**config.mk**
```make
export PLATFORM = sky130hd
export DESIGN_NAME = com_pixel_feeder
export DESIGN_NICKNAME = d
export VERILOG_FILES = /design/src/rtl/com_pkg.sv /design/src/rtl/pixel_threshold.sv /design/src/rtl/com_pixel_feeder.sv
export SDC_FILE = /design/constraint.sdc
export NUM_CORES = 1
export LEC_CHECK = 0
export CORE_UTILIZATION = 45
export CTS_CLUSTER_SIZE = 12
export DETAILED_ROUTE_END_ITERATION = 10
export PLACE_DENSITY = 0.71
export SYNTH_ARGS = -nofsm -noshare
export SYNTH_HDL_FRONTEND = slang
export SYNTH_SLANG_ARGS = --single-unit
```
**constraint.sdc**
```tcl
create_clock -name clk_in -period 5.9 [get_ports clk_in]
set_clock_uncertainty 0.2 [all_clocks]
set_input_delay 0.59 -clock clk_in [delete_from_list [all_inputs] [get_ports clk_in]]
set_output_delay 0.59 -clock clk_in [all_outputs]
set_load 0.02 [all_outputs]
```
**src/rtl/com_pkg.sv**
```systemverilog
// Shared types and defaults for the centroid tracker pixel feeder.
package com_pkg;

  typedef enum logic [1:0] {
    CH_R    = 2'd0,
    CH_G    = 2'd1,
    CH_B    = 2'd2,
    CH_NONE = 2'd3
  } channel_e;

  localparam int DEF_H_ACTIVE     = 1280;
  localparam int DEF_V_ACTIVE     = 720;
  localparam int DEF_GUARD_CYCLES = 40;
  localparam int COUNT_WIDTH      = 21;

  // 5-bit channels are shifted up so every channel compares on the same 6-bit scale.
  function automatic logic [5:0] norm_channel(input channel_e sel, input logic [15:0] px);
    logic [5:0] lvl;
    case (sel)
      CH_R:    lvl = {px[15:11], 1'b0};
      CH_G:    lvl = px[10:5];
      CH_B:    lvl = {px[4:0], 1'b0};
      default: lvl = 6'd0;
    endcase
    return lvl;
  endfunction

endpackage

```
**src/rtl/pixel_threshold.sv**
```systemverilog
// Stage 1 registers coordinates, qualifier, thresholds and the normalised channel;
// the stage 2 compare is presented combinationally to the output registers of the top.
module pixel_threshold
  import com_pkg::*;
(
  input  logic        clk_in,
  input  logic        rst_in,
  input  logic [10:0] hcount_in,
  input  logic [9:0]  vcount_in,
  input  logic [15:0] pixel_in,
  input  logic        data_valid_in,
  input  logic [1:0]  channel_sel_in,
  input  logic [5:0]  lower_in,
  input  logic [5:0]  upper_in,
  output logic        s1_valid_out,
  output logic [10:0] s1_x_out,
  output logic [9:0]  s1_y_out,
  output logic        mask_out
);

  logic        valid_q, valid_d;
  logic [10:0] x_q, x_d;
  logic [9:0]  y_q, y_d;
  logic [5:0]  level_q, level_d;
  logic [5:0]  lower_q, lower_d;
  logic [5:0]  upper_q, upper_d;
  channel_e    sel_q, sel_d;

  always_comb begin
    valid_d = data_valid_in;
    x_d     = hcount_in;
    y_d     = vcount_in;
    sel_d   = channel_e'(channel_sel_in);
    level_d = norm_channel(sel_d, pixel_in);
    lower_d = lower_in;
    upper_d = upper_in;
  end

  always_ff @(posedge clk_in) begin
    if (rst_in) begin
      valid_q <= 1'b0;
      x_q     <= 11'd0;
      y_q     <= 10'd0;
      sel_q   <= CH_NONE;
      level_q <= 6'd0;
      lower_q <= 6'd0;
      upper_q <= 6'd0;
    end else begin
      valid_q <= valid_d;
      x_q     <= x_d;
      y_q     <= y_d;
      sel_q   <= sel_d;
      level_q <= level_d;
      lower_q <= lower_d;
      upper_q <= upper_d;
    end
  end

  // An inverted window (lower > upper) can never satisfy both bounds.
  always_comb begin
    mask_out = valid_q && (sel_q != CH_NONE) && (lower_q <= level_q) && (level_q <= upper_q);
  end

  assign s1_valid_out = valid_q;
  assign s1_x_out     = x_q;
  assign s1_y_out     = y_q;

endmodule

```
**src/rtl/com_pixel_feeder.sv**
```systemverilog
// Producer side of the centroid tracker: masked coordinate strobes, one tabulate
// pulse per frame with the frame's masked count, and a guard window after it.
module com_pixel_feeder #(
  parameter int H_ACTIVE     = com_pkg::DEF_H_ACTIVE,
  parameter int V_ACTIVE     = com_pkg::DEF_V_ACTIVE,
  parameter int GUARD_CYCLES = com_pkg::DEF_GUARD_CYCLES,
  parameter int COUNT_WIDTH  = com_pkg::COUNT_WIDTH
) (
  input  logic                   clk_in,
  input  logic                   rst_in,
  input  logic [10:0]            hcount_in,
  input  logic [9:0]             vcount_in,
  input  logic [15:0]            pixel_in,
  input  logic                   data_valid_in,
  input  logic [1:0]             channel_sel_in,
  input  logic [5:0]             lower_in,
  input  logic [5:0]             upper_in,
  output logic [10:0]            x_out,
  output logic [9:0]             y_out,
  output logic                   valid_out,
  output logic                   tabulate_out,
  output logic                   mask_out,
  output logic [COUNT_WIDTH-1:0] count_out,
  output logic                   count_valid_out,
  output logic                   truncated_out
);
  import com_pkg::*;

  localparam int GW = $clog2(GUARD_CYCLES + 1);

  logic        s1_valid_s;
  logic [10:0] s1_x_s;
  logic [9:0]  s1_y_s;
  logic        mask_s;
  logic        end_pix_s, start_pix_s, guard_blk_s;

  logic                   valid_q, valid_d;
  logic                   tab_q, tab_d;
  logic                   mask_q, mask_d;
  logic                   trunc_q, trunc_d;
  logic                   end_seen_q, end_seen_d;
  logic [10:0]            x_q, x_d;
  logic [9:0]             y_q, y_d;
  logic [COUNT_WIDTH-1:0] cnt_q, cnt_d;
  logic [COUNT_WIDTH-1:0] count_out_q, count_out_d;
  logic [GW-1:0]          guard_q, guard_d;

  pixel_threshold u_threshold (
    .clk_in         (clk_in),
    .rst_in         (rst_in),
    .hcount_in      (hcount_in),
    .vcount_in      (vcount_in),
    .pixel_in       (pixel_in),
    .data_valid_in  (data_valid_in),
    .channel_sel_in (channel_sel_in),
    .lower_in       (lower_in),
    .upper_in       (upper_in),
    .s1_valid_out   (s1_valid_s),
    .s1_x_out       (s1_x_s),
    .s1_y_out       (s1_y_s),
    .mask_out       (mask_s)
  );

  // end_seen_q marks the slot right after the frame's last pixel; cnt_q already includes it.
  always_comb begin
    end_pix_s   = s1_valid_s && (s1_x_s == 11'(H_ACTIVE - 1)) && (s1_y_s == 10'(V_ACTIVE - 1));
    start_pix_s = s1_valid_s && (s1_x_s == 11'd0) && (s1_y_s == 10'd0);
    guard_blk_s = (guard_q != {GW{1'b0}});
    valid_d     = 1'b0;
    tab_d       = 1'b0;
    mask_d      = mask_s;
    trunc_d     = trunc_q;
    end_seen_d  = end_pix_s;
    x_d         = x_q;
    y_d         = y_q;
    cnt_d       = cnt_q;
    count_out_d = count_out_q;
    if (guard_blk_s) begin
      guard_d = guard_q - GW'(1);
    end else begin
      guard_d = guard_q;
    end

    if (end_seen_q && (cnt_q != {COUNT_WIDTH{1'b0}})) begin
      tab_d       = 1'b1;
      count_out_d = cnt_q;
      cnt_d       = {COUNT_WIDTH{1'b0}};
      guard_d     = GW'(GUARD_CYCLES);
    end else if (!end_seen_q && start_pix_s && (cnt_q != {COUNT_WIDTH{1'b0}})) begin
      tab_d       = 1'b1;
      trunc_d     = 1'b1;
      count_out_d = cnt_q;
      cnt_d       = {COUNT_WIDTH{1'b0}};
      guard_d     = GW'(GUARD_CYCLES);
    end else begin
      if (end_seen_q) begin
        count_out_d = {COUNT_WIDTH{1'b0}};
      end else begin
        count_out_d = count_out_q;
      end
      valid_d = mask_s && !guard_blk_s;
      if (valid_d) begin
        x_d   = s1_x_s;
        y_d   = s1_y_s;
        cnt_d = cnt_q + COUNT_WIDTH'(1);
      end else begin
        x_d   = x_q;
        y_d   = y_q;
        cnt_d = cnt_q;
      end
    end
  end

  always_ff @(posedge clk_in) begin
    if (rst_in) begin
      valid_q     <= 1'b0;
      tab_q       <= 1'b0;
      mask_q      <= 1'b0;
      trunc_q     <= 1'b0;
      end_seen_q  <= 1'b0;
      x_q         <= 11'd0;
      y_q         <= 10'd0;
      cnt_q       <= {COUNT_WIDTH{1'b0}};
      count_out_q <= {COUNT_WIDTH{1'b0}};
      guard_q     <= {GW{1'b0}};
    end else begin
      valid_q     <= valid_d;
      tab_q       <= tab_d;
      mask_q      <= mask_d;
      trunc_q     <= trunc_d;
      end_seen_q  <= end_seen_d;
      x_q         <= x_d;
      y_q         <= y_d;
      cnt_q       <= cnt_d;
      count_out_q <= count_out_d;
      guard_q     <= guard_d;
    end
  end

  assign x_out           = x_q;
  assign y_out           = y_q;
  assign valid_out       = valid_q;
  assign tabulate_out    = tab_q;
  assign count_valid_out = tab_q;
  assign mask_out        = mask_q;
  assign count_out       = count_out_q;
  assign truncated_out   = trunc_q;

endmodule
```
==> run_results.csv, run 1 <==
group,metric,value,unit
global_routing,grt_use_total,0.209,
detailed_routing,viasPerCell,5.31,
power_and_ir_drop,ir_drop,0.205,mV
clock_tree,htreeDepth,4,
clock_tree,cts_resized,0,
sta,final_max_slew_viol_count,0,
finish,area_delta_synth_final,32.1,%
setup_path,required,6.04,ns
floorplanning,dieHeight,109,um
sta,setup_ws,2.96,ns
finish,layout-drive-gt1-share,0.0997,
global_routing,grt_max_degree,74,
setup_path,crit_chain,"inv_1, ha_1, nand3b_1, a2111oi_4, buf_4, mux2i_1",
finish,fill_cells,898,
setup_path,critPathBufInv,2,
finish,nets,678,
setup_path,cp-end-kind,"flip-flop",
sta,finalSetupViolCount,0,
logic_synthesis,synth_edf_count,0,
detailed_routing,routed-via-count,4045,
clock_tree,clkTransAtPathRegs,0.05,ns
setup_path,slowest_delay,0.74,ns
sta,fmax,0.340,GHz
global_routing,grt_pass1_vias,3936,
logic_synthesis,synth.area.top_cells,"dfxtp_1 (45%), mux2i_1 (8.7%), nand2b_1 (5.1%)",
logic_synthesis,synth.net_count,590,
setup_path,r2r_slack,2.96,ns
detailed_routing,drc,0,
finish,regArea,2320,um^2
sta,min_period_over_period,0.499,
run_status,status,"completed",
setup_path,worstPathMaxFanout,22,
logic_synthesis,ys.flop_type,"dfxtp_1",
clock_tree,numCtsBuffers,17,
clock_tree,clock-root-buffer,"clkbuf_16",
logic_synthesis,synthMuxAreaShare,0.0873,
logic_synthesis,synth_most_common_cell,"dfxtp_1",
sta,max_slew_margin,0.246,
logic_synthesis,syn_area_per_cell,9.90,um^2
placement,dpl.hpwl,7.93,mm
logic_synthesis,yosysTopAreaCellShare,0.450,
logic_synthesis,yosys_register_bits,116,
sta,tns,0,ns
logic_synthesis,yosysSeqAreaShare,0.450,
logic_synthesis,synth_common_cells,"dfxtp_1 (116), mux2i_1 (45), nand2b_1 (42)",
sta,tightest_slew,1.13,ns
detailed_routing,wire_per_inst,15.1,um
logic_synthesis,async_reset_ff_frac,0,
flow_run,drv_cap,0,
logic_synthesis,synth_top_family_by_area,"simple AND/OR/NAND/NOR gates",
setup_path,reg2reg_depth,6,
floorplanning,core.rowCount,38,
worst_hold_path,min-delay-start,"u_threshold.s1_x_out[5]$_SDFF_PP0_",
setup_path,critPathArrivalTime,3.08,ns
worst_hold_path,hp-class,"flip-flop to flip-flop",
sta,period_needed,2.94,ns
sta,rsz0062_at_grt,"no",
logic_synthesis,synthAdderAreaFrac,0.0364,
placement,pre_cts_ws,2.95,ns
detailed_routing,wirelength,11.5,mm
clock_tree,cts_setup_buffers,0,
logic_synthesis,syn_inst,521,
global_routing,gr-total-overflow,0,
logic_synthesis,synth-xor-area-share,0.00679,
setup_path,cp-start-kind,"flip-flop",
global_routing,grt_pass1_wl,18.8,mm
floorplanning,initial_utilization,0.470,
logic_synthesis,synthesis.area,5160,um^2
setup_path,r2r_start,"guard_q[0]$_SDFFE_PP0P_",
clock_tree,clock_latency,0.42,ns
logic_synthesis,ys_types,47,
finish,multi_input_area,2610,um^2
setup_path,cp_top_family,"simple AND/OR/NAND/NOR gates",
floorplanning,die_area,11900,um^2
worst_hold_path,hold_depth,2,
sta,hold_violations,0,
logic_synthesis,synth-simple-area-share,0.239,
power_and_ir_drop,leakagePower,2.48,nW
placement,globalplace.congestion,0.760,
clock_tree,clock_sinks,116,
clock_tree,cts_hold_buf,0,
floorplanning,coreArea,11000,um^2
finish,n_antenna_cell,0,
placement,io_buffers,100,
detailed_routing,drt_pass1_iterations,4,
setup_path,critPathKind,"flip-flop to flip-flop",
global_routing,antenna_found_initial,0,
floorplanning,io_pins,101,
power_and_ir_drop,p_per_area,323,nW/um^2
detailed_routing,ant_nets,0,
clock_tree,clock_path_buffers,2,
worst_hold_path,min_to,"end_seen_q$_SDFF_PP0_",
clock_tree,tritoncts,"yes",
setup_path,slowest_stage,"nand3b_1",
logic_synthesis,synth_compound_area_frac,0.133,
detailed_routing,drt-initial-drc-count,162,
floorplanning,die_x,109,um
logic_synthesis,yosysTopAreaCell,"dfxtp_1",
setup_path,r2r_end,"y_out[3]$_SDFFE_PP0P_",
logic_synthesis,yosysWarnings,0,
-- state kept, by name, indices dropped and copies added, names as in the netlist --
name,flops
u_threshold.level_q,6
u_threshold.s1_y_out,10
guard_q,6
count_valid_out,1
u_threshold.s1_x_out,11
count_out,21
u_threshold.upper_q,6
truncated_out,1
end_seen_q,1
u_threshold.lower_q,6
mask_out,1
x_out,11
y_out,10
valid_out,1
u_threshold.sel_q,2
u_threshold.s1_valid_out,1
cnt_q,21
-- worst max path at each step --
| stage | startpoint | end | slack (ns) | depth (start not counted) |
|---|---|---|---|---|
| 2_1_floorplan | u_threshold.level_q[5]$_SDFF_PP0_ | cnt_q[14]$_SDFFE_PP0P_ | 3.54 | 9 |
| 3_3_place_gp | u_threshold.level_q[4]$_SDFF_PP0_ | x_out[9]$_SDFFE_PP0P_ | 3.12 | 8 |
| 3_5_place_dp | guard_q[0]$_SDFFE_PP0P_ | y_out[0]$_SDFFE_PP0P_ | 2.95 | 6 |
| 4_1_cts | guard_q[0]$_SDFFE_PP0P_ | x_out[0]$_SDFFE_PP0P_ | 2.98 | 6 |
| 5_1_grt | guard_q[2]$_SDFFE_PP0P_ | y_out[6]$_SDFFE_PP0P_ | 2.73 | 5 |
| 6_report | guard_q[0]$_SDFFE_PP0P_ | y_out[3]$_SDFFE_PP0P_ | 2.96 | 6 |
-- cell usage in the layout (no fill, tap or decap), types with 4 or more instances in the layout --
| cell type | instances |
|---|---|
| a21oi_1 | 12 |
| a22o_1 | 21 |
| and3_1 | 6 |
| and4_1 | 5 |
| buf_4 | 4 |
| clkbuf_16 | 17 |
| clkdlybuf4s50_1 | 99 |
| clkinv_4 | 4 |
| dfxtp_1 | 116 |
| ha_1 | 15 |
| inv_1 | 18 |
| mux2i_1 | 45 |
| nand2_1 | 14 |
| nand2b_1 | 42 |
| nand3_1 | 12 |
| nand4_1 | 16 |
| nor2_1 | 20 |
| nor2b_1 | 38 |
| nor3_1 | 4 |
| nor4_1 | 19 |
| nor4_2 | 8 |
| o21ai_0 | 19 |
| o21bai_1 | 21 |
| xnor2_1 | 4 |
-- metrics by stage --
stage | std cells | hold WS (ns) | power (mW) | utilization | cell area [um^2]
4_1_cts | 762 | 0.265 | 2.21 | 0.620 | 6810
5_1_grt | 762 | 0.285 | 2.29 | 0.621 | 6820
3_5_place_dp | 730 | 0.247 | 1.16 | 0.564 | 6200
3_3_place_gp | 730 | 0.246 | 1.14 | 0.564 | 6200
6_report | 762 | 0.255 | 2.20 | 0.621 | 6820
2_1_floorplan | 521 | 0.221 | 1.07 | - | 5160
-- per-layer routing --
layer	wire length, um	GRT usage	vias to the layer above
met5	0	0	-
met4	118	0.0888	0
met3	490	0.0592	9
met2	5590	0.340	93
met1	5280	0.256	1905
li1	-	-	2038
-- cell families after synthesis --
logic type	after synthesis
flops	116
compound gates	88
simple gates	200
xor+xnor	4
fa+ha+maj	15
mux	45
buf+inv	53
-- final cells by class --
cell class / instances / area share
Clock inverter: 14 / 0.0259
Timing Repair Buffer: 104 / 0.151
Tap cell: 140 / 0.0257
Multi-Input combinational cell: 352 / 0.383
Inverter: 18 / 0.00991
Sequential cell: 116 / 0.341
Clock buffer: 18 / 0.0644
-- power breakdown --
group          switching [mW]  internal (mW)
Sequential             0.0268          0.821
Clock                   0.374          0.679
Combinational           0.172          0.126
Total                   0.573           1.63
-- worst min-delay path: stages, from the launching register on --
cell and delay, ns:
dfxtp_1 0.32, inv_1 0.05, nor4_1 0.04
No activity file was read; power rests on OpenSTA's default activity.
==> run 2, diff against run 1 <==
clock period = 2.8 ns   (was 5.9 ns; I/O delays follow)
==> run_results.csv, run 2 (synthesized netlist as in run 1, its figures left out) <==
group,metric,value,unit
worst_hold_path,hp-class,"primary input to flip-flop",
placement,dpl.hpwl,8.06,mm
power_and_ir_drop,ir_drop,0.443,mV
sta,rsz0062_at_grt,"no",
finish,final_common_cell,"dfxtp_1",
sta,whs,0.0300,ns
sta,period_needed,2.59,ns
detailed_routing,met2_wirelength,5.83,mm
floorplanning,die_area,11900,um^2
detailed_routing,viasPerCell,5.37,
setup_path,required,2.93,ns
clock_tree,clock_path_buffers,2,
detailed_routing,ant_nets,0,
setup_path,r2r_end,"x_out[10]$_SDFFE_PP0P_",
clock_tree,cts_setup_buffers,0,
placement,post-place-cells,740,
clock_tree,clock-root-buffer,"clkbuf_16",
clock_tree,cts_resized,0,
detailed_routing,met3_wirelength,700,um
detailed_routing,drt_pass1_iterations,6,
flow_run,drv_cap,0,
detailed_routing,top_layer,"met4",
setup_path,r2r_start,"u_threshold.level_q[5]$_SDFF_PP0_",
setup_path,cp-end-kind,"flip-flop",
sta,max_slew_margin,0.706,
placement,io_buffers,100,
finish,area_delta_synth_final,33.8,%
detailed_routing,drt-initial-drc-count,179,
floorplanning,die_x,109,um
setup_path,worstSetupEndpoint,"x_out[10]$_SDFFE_PP0P_",
floorplanning,coreArea,11000,um^2
floorplanning,dieHeight,109,um
setup_path,cp-start-kind,"flip-flop",
power_and_ir_drop,power,4.69,mW
finish,final_cell_mix,"dfxtp_1 (116), clkdlybuf4s50_1 (99), mux2i_1 (45)",
global_routing,antenna_found_initial,0,
sta,min_period_over_period,0.924,
setup_path,setup.worst_path.start,"u_threshold.level_q[5]$_SDFF_PP0_",
floorplanning,io_pins,101,
setup_path,r2r_slack,0.21,ns
global_routing,gr-total-overflow,0,
finish,final_area,6900,um^2
clock_tree,numCtsBuffers,17,
sta,hold_violations,0,
detailed_routing,wire_per_inst,15.3,um
finish,n_antenna_cell,0,
power_and_ir_drop,leakagePower,2.52,nW
detailed_routing,drc,0,
global_routing,grt_max_degree,50,
clock_tree,cts_hold_buf,0,
setup_path,worstPathMaxFanout,22,
clock_tree,clkTransAtPathRegs,0.05,ns
placement,globalplace.congestion,0.805,
setup_path,reg2reg_depth,8,
global_routing,grt_use_total,0.215,
setup_path,critPathArrivalTime,2.71,ns
placement,postPlaceCellArea,6280,um^2
finish,layout-drive-gt1-share,0.111,
clock_tree,htreeDepth,4,
power_and_ir_drop,p_per_area,679,nW/um^2
detailed_routing,wirelength,11.8,mm
floorplanning,core.rowCount,38,
run_status,status,"completed",
clock_tree,tritoncts,"yes",
setup_path,critPathKind,"flip-flop to flip-flop",
finish,nets,688,
global_routing,grt_pass1_wl,19.6,mm
sta,tns,0,ns
floorplanning,initial_utilization,0.470,
finish,fill_cells,900,
clock_tree,clock_latency,0.41,ns
clock_tree,clock_sinks,116,
sta,final_max_slew_viol_count,0,
sta,fmax,0.387,GHz
detailed_routing,drt-met1-wl,5.17,mm
detailed_routing,routed-via-count,4146,
finish,stdcell_count,772,
sta,finalSetupViolCount,0,
global_routing,grt_pass1_vias,4082,
sta,tightest_slew,0.441,ns
run 2: changes by cell type in the layout (fill, tap and decap cells not counted), sizes merged:
| cell | delta |
|---|---|
| clkinv | -2 |
| buf | +10 |
| clkinvlp | +2 |
run 2: worst min path at each step:
stage	cells past startpoint	slack, ns	to	startpoint
floorplan	1	0.19	u_threshold.sel_q[0]$_SDFF_PP1_	channel_sel_in[0]
global placement	2	0.25	end_seen_q$_SDFF_PP0_	u_threshold.s1_x_out[5]$_SDFF_PP0_
detailed placement	2	0.25	end_seen_q$_SDFF_PP0_	u_threshold.s1_x_out[5]$_SDFF_PP0_
CTS	2	0.01	u_threshold.upper_q[5]$_SDFF_PP0_	rst_in
global route	2	0.03	u_threshold.upper_q[5]$_SDFF_PP0_	rst_in
finish	2	0.03	u_threshold.upper_q[5]$_SDFF_PP0_	rst_in
run 2: power breakdown:
part           internal [mW]  total (mW)  leakage, nW  switching, mW
Combinational          0.289       0.668         1.28          0.379
Clock                   1.43        2.23        0.290          0.800
Sequential              1.73        1.79        0.947         0.0585
run 2: layout make-up:
| type | count | area (um^2) | share of cell area |
|---|---|---|---|
| repair buffers | 114 | 1110 | 0.161 |
| well taps | 140 | 175 | 0.0254 |
| clock inverters | 14 | 178 | 0.0258 |
| multi-input cells | 352 | 2600 | 0.377 |
| inverters | 18 | 67.6 | 0.00979 |
| flip-flops and latches | 116 | 2320 | 0.337 |
| clock buffers | 18 | 439 | 0.0637 |
run 2: layer usage:
metal	GRT usage	vias to the layer above
li1	-	2057
met1	0.265	1947
met2	0.364	126
met3	0.0604	16
met4	0.0637	0
met5	0	-
run 2: metrics by stage:
step | setup slack (ns) | util
CTS | 0.213 | 0.628
global placement | 0.390 | 0.572
floorplan | 0.443 | -
finish | 0.213 | 0.628
global route | 0.103 | 0.628
detailed placement | 0.289 | 0.572
run 2: critical path, cell delays in order (launching register included):
cell,delay [ns]
dfxtp_1,0.35
inv_1,0.06
ha_1,0.35
and4_4,0.21
a2111oi_4,0.35
a2bb2oi_2,0.15
a2111oi_4,0.36
buf_12,0.24
mux2i_1,0.23
